<file path="src/rtl/gmii2rgmii_pkg.sv">
// Shared definitions for the GMII-to-RGMII transmit converter: FSM states,
// idle code on the SDR stage and inter-frame-gap counter helpers.
package gmii2rgmii_pkg;

    typedef enum logic [2:0] {
        ST_IDLE,
        ST_XFER,
        ST_HI_NIB,
        ST_IFG,
        ST_DROP
    } tx_state_t;

    localparam logic [4:0] IDLE_CODE   = 5'b0_0000;
    localparam int         IFG_MIN_DEF = 12;
    // Wide enough for 2*255-2 at 10/100.
    localparam int         IFG_CNT_W   = 9;

    // The first idle cycle is spent in XFER/DROP and one more on the way
    // out of IFG, hence the -2 in both modes.
    function automatic logic [IFG_CNT_W-1:0] ifg_load(input int ifg_min, input logic byte_mode);
        int cycles;
        cycles = byte_mode ? (ifg_min - 2) : (2 * ifg_min - 2);
        return IFG_CNT_W'(cycles);
    endfunction

    function automatic logic [4:0] sdr_code(input logic ctl, input logic [3:0] nib);
        return {ctl, nib};
    endfunction

endpackage

</file>
<file path="src/rtl/gmii2rgmii_if.sv">
// Byte-wide GMII transmit handshake between the frame generator and the
// RGMII converter; the source holds den/dout/err while rdy is low.
interface gmii2rgmii_if;

    logic       gmii_den;
    logic [7:0] gmii_dout;
    logic       gmii_err;
    logic       gmii_rdy;

    modport master (
        output gmii_den,
        output gmii_dout,
        output gmii_err,
        input  gmii_rdy
    );

    modport slave (
        input  gmii_den,
        input  gmii_dout,
        input  gmii_err,
        output gmii_rdy
    );

endinterface

</file>
<file path="src/rtl/gmii2rgmii_oddr.sv">
// DDR output register: d1 is driven while clk is high, d2 while clk is low,
// both captured on the same rising edge. Vendor primitive or behavioral.
module rgmii_oddr #(
    parameter int WIDTH = 1
) (
    input  logic             clk,
    input  logic [WIDTH-1:0] d1,
    input  logic [WIDTH-1:0] d2,
    output logic [WIDTH-1:0] q
);

`ifdef XILINX_ZYNC
    for (genvar i = 0; i < WIDTH; i++) begin : g_oddr
        ODDR #(
            .DDR_CLK_EDGE("SAME_EDGE"),
            .INIT        (1'b0),
            .SRTYPE      ("SYNC")
        ) u_oddr (
            .Q (q[i]),
            .C (clk),
            .CE(1'b1),
            .D1(d1[i]),
            .D2(d2[i]),
            .R (1'b0),
            .S (1'b0)
        );
    end
`elsif XILINX_SPARTAN6
    for (genvar i = 0; i < WIDTH; i++) begin : g_oddr
        ODDR2 #(
            .DDR_ALIGNMENT("C0"),
            .INIT         (1'b0),
            .SRTYPE       ("SYNC")
        ) u_oddr (
            .Q (q[i]),
            .C0(clk),
            .C1(~clk),
            .CE(1'b1),
            .D0(d1[i]),
            .D1(d2[i]),
            .R (1'b0),
            .S (1'b0)
        );
    end
`elsif ALTERA
    altddio_out #(
        .width(WIDTH)
    ) u_oddr (
        .datain_h(d1),
        .datain_l(d2),
        .outclock(clk),
        .dataout (q)
    );
`else
    logic [WIDTH-1:0] hi_p0;
    logic [WIDTH-1:0] lo_p0;

    always_ff @(posedge clk) begin
        hi_p0 <= d1;
        lo_p0 <= d2;
    end

    assign q = clk ? hi_p0 : lo_p0;
`endif

endmodule

</file>
<file path="src/rtl/gmii2rgmii.sv">
// GMII byte stream to RGMII DDR transmit: byte per cycle at 1G, nibble per
// cycle with back-pressure at 10/100; enforces IFG and drops on link loss.
module gmii2rgmii
    import gmii2rgmii_pkg::*;
#(
    parameter int IFG_MIN = IFG_MIN_DEF
) (
    input  logic         gmii_clk,
    input  logic         rst,
    input  logic         speed_1g,
    input  logic         phy_link_up,
    gmii2rgmii_if.slave  gmii,
    output logic         rgmii_txc,
    output logic         rgmii_den,
    output logic [3:0]   rgmii_dout
);

    tx_state_t            state, state_nxt;
    logic [IFG_CNT_W-1:0] ifg_cnt, ifg_cnt_nxt;
    logic                 spd, spd_nxt;
    logic [4:0]           tx_hi, tx_lo, tx_hi_nxt, tx_lo_nxt;
    logic [3:0]           nib_p0;
    logic                 err_p0;
    logic                 rdy_st;
    logic                 load_byte;
    logic                 byte_mode;
    logic [4:0]           txd_q;

    // The first byte of a frame uses the live speed pin; later bytes use the latched mode.
    assign byte_mode     = (state == ST_IDLE) ? speed_1g : spd;
    assign gmii.gmii_rdy = rdy_st & ~rst;

    always_comb begin
        state_nxt   = state;
        ifg_cnt_nxt = ifg_cnt;
        spd_nxt     = spd;
        tx_hi_nxt   = IDLE_CODE;
        tx_lo_nxt   = IDLE_CODE;
        rdy_st      = 1'b0;
        load_byte   = 1'b0;

        case (state)
            ST_IDLE: begin
                rdy_st = 1'b1;
                if (gmii.gmii_den) begin
                    spd_nxt = speed_1g;
                    if (phy_link_up) begin
                        load_byte = 1'b1;
                        state_nxt = speed_1g ? ST_XFER : ST_HI_NIB;
                    end else begin
                        state_nxt = ST_DROP;
                    end
                end
            end
            ST_XFER: begin
                rdy_st = 1'b1;
                if (!phy_link_up) begin
                    state_nxt = ST_DROP;
                end else if (gmii.gmii_den) begin
                    load_byte = 1'b1;
                    state_nxt = spd ? ST_XFER : ST_HI_NIB;
                end else begin
                    state_nxt   = ST_IFG;
                    ifg_cnt_nxt = ifg_load(IFG_MIN, spd);
                end
            end
            ST_HI_NIB: begin
                if (!phy_link_up) begin
                    state_nxt = ST_DROP;
                end else begin
                    tx_hi_nxt = sdr_code(1'b1, nib_p0);
                    tx_lo_nxt = sdr_code(~err_p0, nib_p0);
                    state_nxt = ST_XFER;
                end
            end
            ST_IFG: begin
                if (ifg_cnt == '0) begin
                    state_nxt = ST_IDLE;
                end else begin
                    ifg_cnt_nxt = ifg_cnt - IFG_CNT_W'(1);
                end
            end
            ST_DROP: begin
                rdy_st = 1'b1;
                if (!gmii.gmii_den) begin
                    state_nxt   = ST_IFG;
                    ifg_cnt_nxt = ifg_load(IFG_MIN, spd);
                end
            end
            default: state_nxt = ST_IDLE;
        endcase

        if (load_byte) begin
            tx_hi_nxt = sdr_code(1'b1, gmii.gmii_dout[3:0]);
            tx_lo_nxt = sdr_code(~gmii.gmii_err,
                                 byte_mode ? gmii.gmii_dout[7:4] : gmii.gmii_dout[3:0]);
        end
    end

    // p0: control state and SDR half-cycle registers
    always_ff @(posedge gmii_clk) begin
        if (rst) begin
            state   <= ST_IDLE;
            ifg_cnt <= '0;
            spd     <= 1'b1;
            tx_hi   <= IDLE_CODE;
            tx_lo   <= IDLE_CODE;
        end else begin
            state   <= state_nxt;
            ifg_cnt <= ifg_cnt_nxt;
            spd     <= spd_nxt;
            tx_hi   <= tx_hi_nxt;
            tx_lo   <= tx_lo_nxt;
        end
    end

    always_ff @(posedge gmii_clk) begin
        if (load_byte) begin
            nib_p0 <= gmii.gmii_dout[7:4];
            err_p0 <= gmii.gmii_err;
        end
    end

    // p1: DDR output stage, forwarded clock kept aligned with data
    rgmii_oddr #(
        .WIDTH(5)
    ) u_oddr_dat (
        .clk(gmii_clk),
        .d1 (tx_hi),
        .d2 (tx_lo),
        .q  (txd_q)
    );

    rgmii_oddr #(
        .WIDTH(1)
    ) u_oddr_clk (
        .clk(gmii_clk),
        .d1 (1'b1),
        .d2 (1'b0),
        .q  (rgmii_txc)
    );

    assign rgmii_den  = txd_q[4];
    assign rgmii_dout = txd_q[3:0];

endmodule

</file>
<file path="src/flat_wrapper.sv">
// flat-port wrapper written by rule: the top's interface ports become plain ports
module gmii2rgmii_flat import gmii2rgmii_pkg::*;
#(
    parameter int IFG_MIN = IFG_MIN_DEF
)
  (gmii_clk, rst, speed_1g, phy_link_up, rgmii_txc, rgmii_den, rgmii_dout, gmii_gmii_den, gmii_gmii_dout, gmii_gmii_err, gmii_gmii_rdy);
  gmii2rgmii_if gmii_i ();
  input  logic gmii_clk;
  input  logic rst;
  input  logic speed_1g;
  input  logic phy_link_up;
  output logic rgmii_txc;
  output logic rgmii_den;
  output logic [3:0] rgmii_dout;
  input wire logic [$bits(gmii_i.gmii_den)-1:0] gmii_gmii_den;
  input wire logic [$bits(gmii_i.gmii_dout)-1:0] gmii_gmii_dout;
  input wire logic [$bits(gmii_i.gmii_err)-1:0] gmii_gmii_err;
  output wire logic [$bits(gmii_i.gmii_rdy)-1:0] gmii_gmii_rdy;
  assign gmii_i.gmii_den = gmii_gmii_den;
  assign gmii_i.gmii_dout = gmii_gmii_dout;
  assign gmii_i.gmii_err = gmii_gmii_err;
  assign gmii_gmii_rdy = gmii_i.gmii_rdy;
  gmii2rgmii #(.IFG_MIN(IFG_MIN)) u_core (.gmii_clk(gmii_clk), .rst(rst), .speed_1g(speed_1g), .phy_link_up(phy_link_up), .gmii(gmii_i), .rgmii_txc(rgmii_txc), .rgmii_den(rgmii_den), .rgmii_dout(rgmii_dout));
endmodule
</file>
<file path="config.mk">
export PLATFORM = sky130hd
export DESIGN_NAME = gmii2rgmii_flat
export DESIGN_NICKNAME = d
export VERILOG_FILES = /design/src/rtl/gmii2rgmii_pkg.sv /design/src/rtl/gmii2rgmii_if.sv /design/src/rtl/gmii2rgmii_oddr.sv /design/src/rtl/gmii2rgmii.sv /design/src/flat_wrapper.sv
export SDC_FILE = /design/constraint.sdc
export NUM_CORES = 1
export LEC_CHECK = 0
export CAP_MARGIN = 20
export CORE_UTILIZATION = 50
export CTS_BUF_LIST = sky130_fd_sc_hd__clkbuf_16
export CTS_CLUSTER_DIAMETER = 120
export DETAILED_ROUTE_END_ITERATION = 16
export GPL_ROUTABILITY_DRIVEN = 0
export PLACE_DENSITY_LB_ADDON = 0.2
export SYNTH_ARGS = -nofsm -noshare
export SYNTH_HDL_FRONTEND = slang
export SYNTH_HIERARCHICAL = 1
export SYNTH_SLANG_ARGS = --single-unit
</file>
<file path="constraint.sdc">
create_clock -name gmii_clk -period 2.7 [get_ports gmii_clk]
set_input_delay 0.54 -clock gmii_clk [delete_from_list [all_inputs] [get_ports gmii_clk]]
set_output_delay 0.54 -clock gmii_clk [all_outputs]
set_load 0.05 [all_outputs]
</file>
==> results of run 1 <==
-- where the power goes --
| group | switching, mW | leakage, nW | internal (mW) | total [mW] |
|---|---|---|---|---|
| Sequential | 0.0278 | 0.332 | 0.635 | 0.663 |
| Clock | 0.390 | 0.194 | 0.657 | 1.05 |
| Combinational | 0.0952 | 0.326 | 0.0865 | 0.182 |
| Total | 0.513 | 0.852 | 1.38 | 1.89 |
-- timing repair --
action | in CTS | in global routing
endpoints found under the setup margin | 6 | 1
gates resized for setup | 28 | 2
cloned | 0 | 0
-- stage by stage --
stage	power [mW]	instances
after floorplan	0.931	177
after global placement	1.01	236
after detailed placement	1.02	236
after CTS	1.92	249
after global routing	1.97	249
final	1.89	249
-- state kept, by name, summed over array words and instances (netlist names) --
| signal | flops |
|---|---|
| u_core/u_oddr_dat/hi_p0 | 5 |
| u_core/u_oddr_dat/lo_p0 | 5 |
| u_core/u_oddr_clk/lo_p0 | 1 |
| u_core/spd | 1 |
| u_core/state | 3 |
| u_core/tx_hi | 5 |
| u_core/err_p0 | 1 |
| u_core/nib_p0 | 4 |
| u_core/ifg_cnt | 9 |
| u_core/tx_lo | 5 |
| u_core/u_oddr_clk/hi_p0 | 1 |
-- worst reg2reg max path: cells and delay by family (launching register included) --
kind,cells,cell delay (ns)
buf+inv,1,0.08
fa+ha+maj,1,0.20
simple gates,2,0.65
flops,1,0.32
compound gates,2,0.77
-- layout by cell type (no fill, tap or decap), drive strengths merged, types with 2 or more instances in the layout --
master         Yosys  final
a211oi             3      3
a21oi             15     15
and3b              2      2
buf                2     10
clkbuf             6      9
clkdlybuf4s50      0     13
clkinv             0      3
conb               2      2
dfxtp             35     35
edfxtp             5      5
inv                4      5
mux2               6      6
mux2i              6      6
nand2             13     13
nand2b            10     10
nand3              4      4
nand3b             2      2
nor2              14     14
nor2b              2      2
nor3               6      6
nor4b              2      2
o21a               3      3
o21ai              5      5
o21bai             2      2
o22ai              8      8
or3                4      4
-- per-layer routing --
| layer | GRT usage | vias to the layer above | wire length, um |
|---|---|---|---|
| met2 | 0.394 | 43 | 1840 |
| met4 | 0.166 | 0 | 97 |
| met3 | 0.117 | 11 | 200 |
| met5 | 0 | - | 0 |
| li1 | - | 692 | - |
| met1 | 0.249 | 659 | 1540 |
-- cells by family (layout without fill, tap and decap cells) --
| family | Yosys count | in the layout | synth area share |
|---|---|---|---|
| adders and majority gates | 1 | 1 | 0.00728 |
| AOI/OAI and AO/OA | 45 | 45 | 0.180 |
| buffers and inverters | 12 | 40 | 0.0306 |
| and+or+nand+nor | 65 | 65 | 0.206 |
| DFF | 40 | 40 | 0.495 |
| muxes | 12 | 12 | 0.0764 |
| other | 2 | 2 | 0.00437 |
-- layout make-up --
| cell class | instances | share of cell area |
|---|---|---|
| multi-input cells | 125 | 0.373 |
| clock inverters | 4 | 0.0103 |
| well taps | 44 | 0.0252 |
| flip-flops and latches | 40 | 0.389 |
| clock buffers | 15 | 0.117 |
| inverters | 4 | 0.00686 |
| repair buffers | 17 | 0.0789 |
-- final timing paths --
kind / start / end / slack (ns) / cells past startpoint
worst max-delay path: gmii_clk / rgmii_txc / 0.05 / 4
worst min-delay path: u_core/tx_hi[3] / u_core/u_oddr_dat/hi_p0[3] / 0.33 / 0
worst max register to register: u_core/ifg_cnt[0] / u_core/ifg_cnt[1] / 0.60 / 6
worst min register to register: u_core/tx_hi[3] / u_core/u_oddr_dat/hi_p0[3] / 0.33 / 0
==> impl_metrics.ini, run 1 <==
[run_status]
run_status = finished, final reports clean

[sta]
fin_hold_ws_ns = 0.326
slew_viol_final = 0
tightest_slew_ns = 0.589
hold_viol = 0
rsz0062_at_grt = false
fin_ws_ns = 0.0503
fin_skew_ns = 0.00452
fin_tns_setup_ns = 0
finalSetupViolations = 0
slew_headroom = 0.596

[power_and_ir_drop]
leakage_nw = 0.852
p_per_area_nw_per_um2 = 865
ir_worst_vdd_mv = 0.397

[synth]
synth-seq-cells = 40
synth_commonest_cells = dfxtp_1, a21oi_1, nor2_1
synth_most_common_cell = dfxtp_1
async_flop_share = 0
synth_nets = 192
synth_edf_count = 5
yosysUniqueCellTypes = 44
synth_top_area_cell = dfxtp_1
netlist_area_um2 = 1720
dominantRegCellSynth = dfxtp_1
netlist_instances = 177
yosysWarnings = 6
synth_area_leaders = dfxtp_1, edfxtp_1, a21oi_1
avgSynthCellArea_um2 = 9.71
ys_seq_area_frac = 0.495
netlist.area_leader.share = 0.408

[final_layout]
utilization = 0.694
antennaDiodeCount = 0
multi_input_area_um2 = 816
finish.instance_area_um2 = 2190
fin_nets = 218
syn_to_final_growth_pct = 27.2
layout-drive-gt1-share = 0.166
register_area_um2 = 851
nFillCells = 240

[cts]
hold_buffers = 0
cts_tree = yes
clkLatencyLatePin_ns = 0.39
cts_setup_buffers = 0
clkSlewWorstSetupHoldPaths_ns = 0.06

[floorplan]
die_w_um = 60.6
ios = 21
initial_core_util = 0.545
core_area_um2 = 3150
fp-row-count = 20
die_h_um = 60.6
die_area_um2 = 3680

[critical_path]
required_ns = 2.16
worstSetupPathType = clk2out
max_stage_delay_ns = 0.28
cp_top_family = buffers and inverters
path_common_cell = clkbuf_16
cp_data_arrival_time_ns = 2.11
crit_chain = clkbuf_16 > clkbuf_16 > mux2_4 > buf_2
cp_max_fo = 3
cp_num_buf_inv = 3
startpoint_type = clock port
cp-end-kind = output port
cpMaxStageDelayCell = mux2_4

[placed_design]
io_buffers = 20
dp_slack_ns = -0.166
placed_area_um2 = 1970
hpwl_mm = 2.27

[routing]
drcViolationCount = 0
final_antenna_net_count = 0
wl_mm = 3.68
avgRoutedWirePerCell_um = 14.8
drtIter0Drc = 54
viasPerCell = 5.64
routed-via-count = 1405
firstDrtPassIters = 4

[global_route]
grt_pass1_wl_mm = 6.22
first_global_vias = 1467
antenna_found_initial = 0
grt_max_degree = 29
grt_overflow = 0
grt.total_usage = 0.243

[flow_run]
drv_cap = 0

[hold_path]
hold_class = reg2reg
Note: power is estimated with default switching activity, not from simulation.
==> run 2, diff against run 1 <==
--- a/config.mk
+++ b/config.mk
@@ -5,7 +5,6 @@
 export SDC_FILE = /design/constraint.sdc
 export NUM_CORES = 1
 export LEC_CHECK = 0
-export CAP_MARGIN = 20
 export CORE_UTILIZATION = 50
 export CTS_BUF_LIST = sky130_fd_sc_hd__clkbuf_16
 export CTS_CLUSTER_DIAMETER = 120
==> results of run 2 <==
The final DEF is identical to that of run 1; final timing and power are the same.
==> run 3, diff against run 2 <==
--- a/config.mk
+++ b/config.mk
@@ -10,6 +10,7 @@
 export CTS_CLUSTER_DIAMETER = 120
 export DETAILED_ROUTE_END_ITERATION = 16
 export GPL_ROUTABILITY_DRIVEN = 0
+export GPL_TIMING_DRIVEN = 0
 export PLACE_DENSITY_LB_ADDON = 0.2
 export SYNTH_ARGS = -nofsm -noshare
 export SYNTH_HDL_FRONTEND = slang
==> run 3 against run 2 <==
  * Routed wire length grew 7.1%
  * Non-clock buffer count is 4 higher
  * Via count up 3.7%
  * Critical path type unchanged
  * Core utilization rose by 0.75 points
  * Critical endpoint unchanged
  * Largest cell class unchanged
  * Highest routed layer unchanged
  * Flip-flop and latch count is the same
  * Hold slack better by 0.0042 ns
  * Critical path depth did not move
==> impl_metrics.ini, run 3 (synthesis results as in run 1) <==
[run_status]
run_status = finished, final reports clean

[global_route]
first_global_vias = 1490
grt_pass1_wl_mm = 6.42
grt.total_usage = 0.257
antenna_found_initial = 0
grt_overflow = 0
grt_max_degree = 14

[routing]
wl_met2_mm = 1.94
wl_met1_mm = 1.61
drcViolationCount = 0
final_antenna_net_count = 0
drtIter0Drc = 82
firstDrtPassIters = 4
routed-via-count = 1457
wl_mm = 3.94
wl_met3_um = 307
avgRoutedWirePerCell_um = 15.6
viasPerCell = 5.76
top_layer = met4

[placed_design]
hpwl_mm = 2.52
io_buffers = 20

[cts]
clkLatencyLatePin_ns = 0.39
clkSlewWorstSetupHoldPaths_ns = 0.06
cts_tree = yes
cts_setup_buffers = 0
hold_buffers = 0

[floorplan]
ios = 21
die_area_um2 = 3680
die_w_um = 60.6
fp-row-count = 20
core_area_um2 = 3150
initial_core_util = 0.545
die_h_um = 60.6

[critical_path]
worstSetupPathType = clk2out
startpoint_type = clock port
cp_top_family = buffers and inverters
path_common_cell = clkbuf_16
cpMaxStageDelayCell = mux2_4
max_stage_delay_ns = 0.28
cp_max_fo = 3
cp-end-kind = output port
cp_data_arrival_time_ns = 2.12
crit_chain = clkbuf_16 > clkbuf_16 > mux2_4 > buf_2
cp_num_buf_inv = 3
required_ns = 2.16

[power_and_ir_drop]
p_per_area_nw_per_um2 = 887
ir_worst_vdd_mv = 0.396
leakage_nw = 0.863

[sta]
hold_viol = 0
fin_hold_ws_ns = 0.330
fin_skew_ns = 0.00487
rsz0062_at_grt = false
finalSetupViolations = 0
tightest_slew_ns = 0.800
slew_headroom = 0.466
slew_viol_final = 0
fin_tns_setup_ns = 0

[final_layout]
layout_commonest_cell = dfxtp_1
largest-register = u_core/ifg_cnt
layout_common_cells = dfxtp_1, a21oi_1, nor2_1
register_area_um2 = 851
nFillCells = 254
largest_reg_flops = 9
utilization = 0.701
syn_to_final_growth_pct = 28.6
multi_input_area_um2 = 816
layout-drive-gt1-share = 0.153
fin_nets = 222
antennaDiodeCount = 0

[hold_path]
hold_class = reg2reg

[flow_run]
drv_cap = 0
==> run 3: power by group <==
part           total [mW]  internal (mW)  switching (mW)
combinational       0.198         0.0874           0.110
clock                1.11          0.714           0.396
sequential          0.652          0.635          0.0175
total                1.96           1.44           0.524
==> run 3: stage by stage <==
stage	power [mW]	cells	setup WS [ns]	area (um2)
final	1.96	253	0.0447	2210
after global placement	1.02	241	-0.496	1970
after detailed placement	1.03	241	-0.516	1970
after floorplan	0.931	177	0.0439	1720
after CTS	1.98	254	0.0147	2210
after global routing	2.04	253	0.0308	2210
==> run 3: timing repair <==
action | 4_1_cts | 5_1_grt
resized for setup | 35 | 2
pin swaps | 0 | 0
setup endpoints to repair | 7 | 1
==> run 3: final cells by class <==
type                            instances  share of cell area
Multi-Input combinational cell        125               0.369
Timing Repair Buffer                   14              0.0645
Clock buffer                           16               0.127
Inverter                                4             0.00679
Clock inverter                          3             0.00736
Buffer                                  7              0.0158
Tap cell                               44              0.0249
Sequential cell                        40               0.385
==> run 3: final timing paths <==
kind / slack (ns) / start / end / cells past startpoint
worst max-delay path: 0.04 / gmii_clk / rgmii_txc / 4
worst min-delay path: 0.33 / u_core/tx_hi[0] / u_core/u_oddr_dat/hi_p0[0] / 0
worst max register to register: 0.56 / u_core/ifg_cnt[0] / u_core/ifg_cnt[1] / 7
worst min register to register: 0.33 / u_core/tx_hi[0] / u_core/u_oddr_dat/hi_p0[0] / 0
==> run 3: worst reg2reg max path: stages (launching register included) <==
cell	delay, ns
dfxtp_1	0.32
inv_1	0.08
ha_1	0.19
or4b_4	0.47
buf_6	0.15
o31ai_4	0.44
nand2_2	0.11
a311oi_1	0.29
==> run 3: metal layers <==
metal	up-vias	global-route usage
li1	705	-
met1	690	0.280
met2	49	0.378
met3	13	0.132
met4	0	0.195
met5	-	0
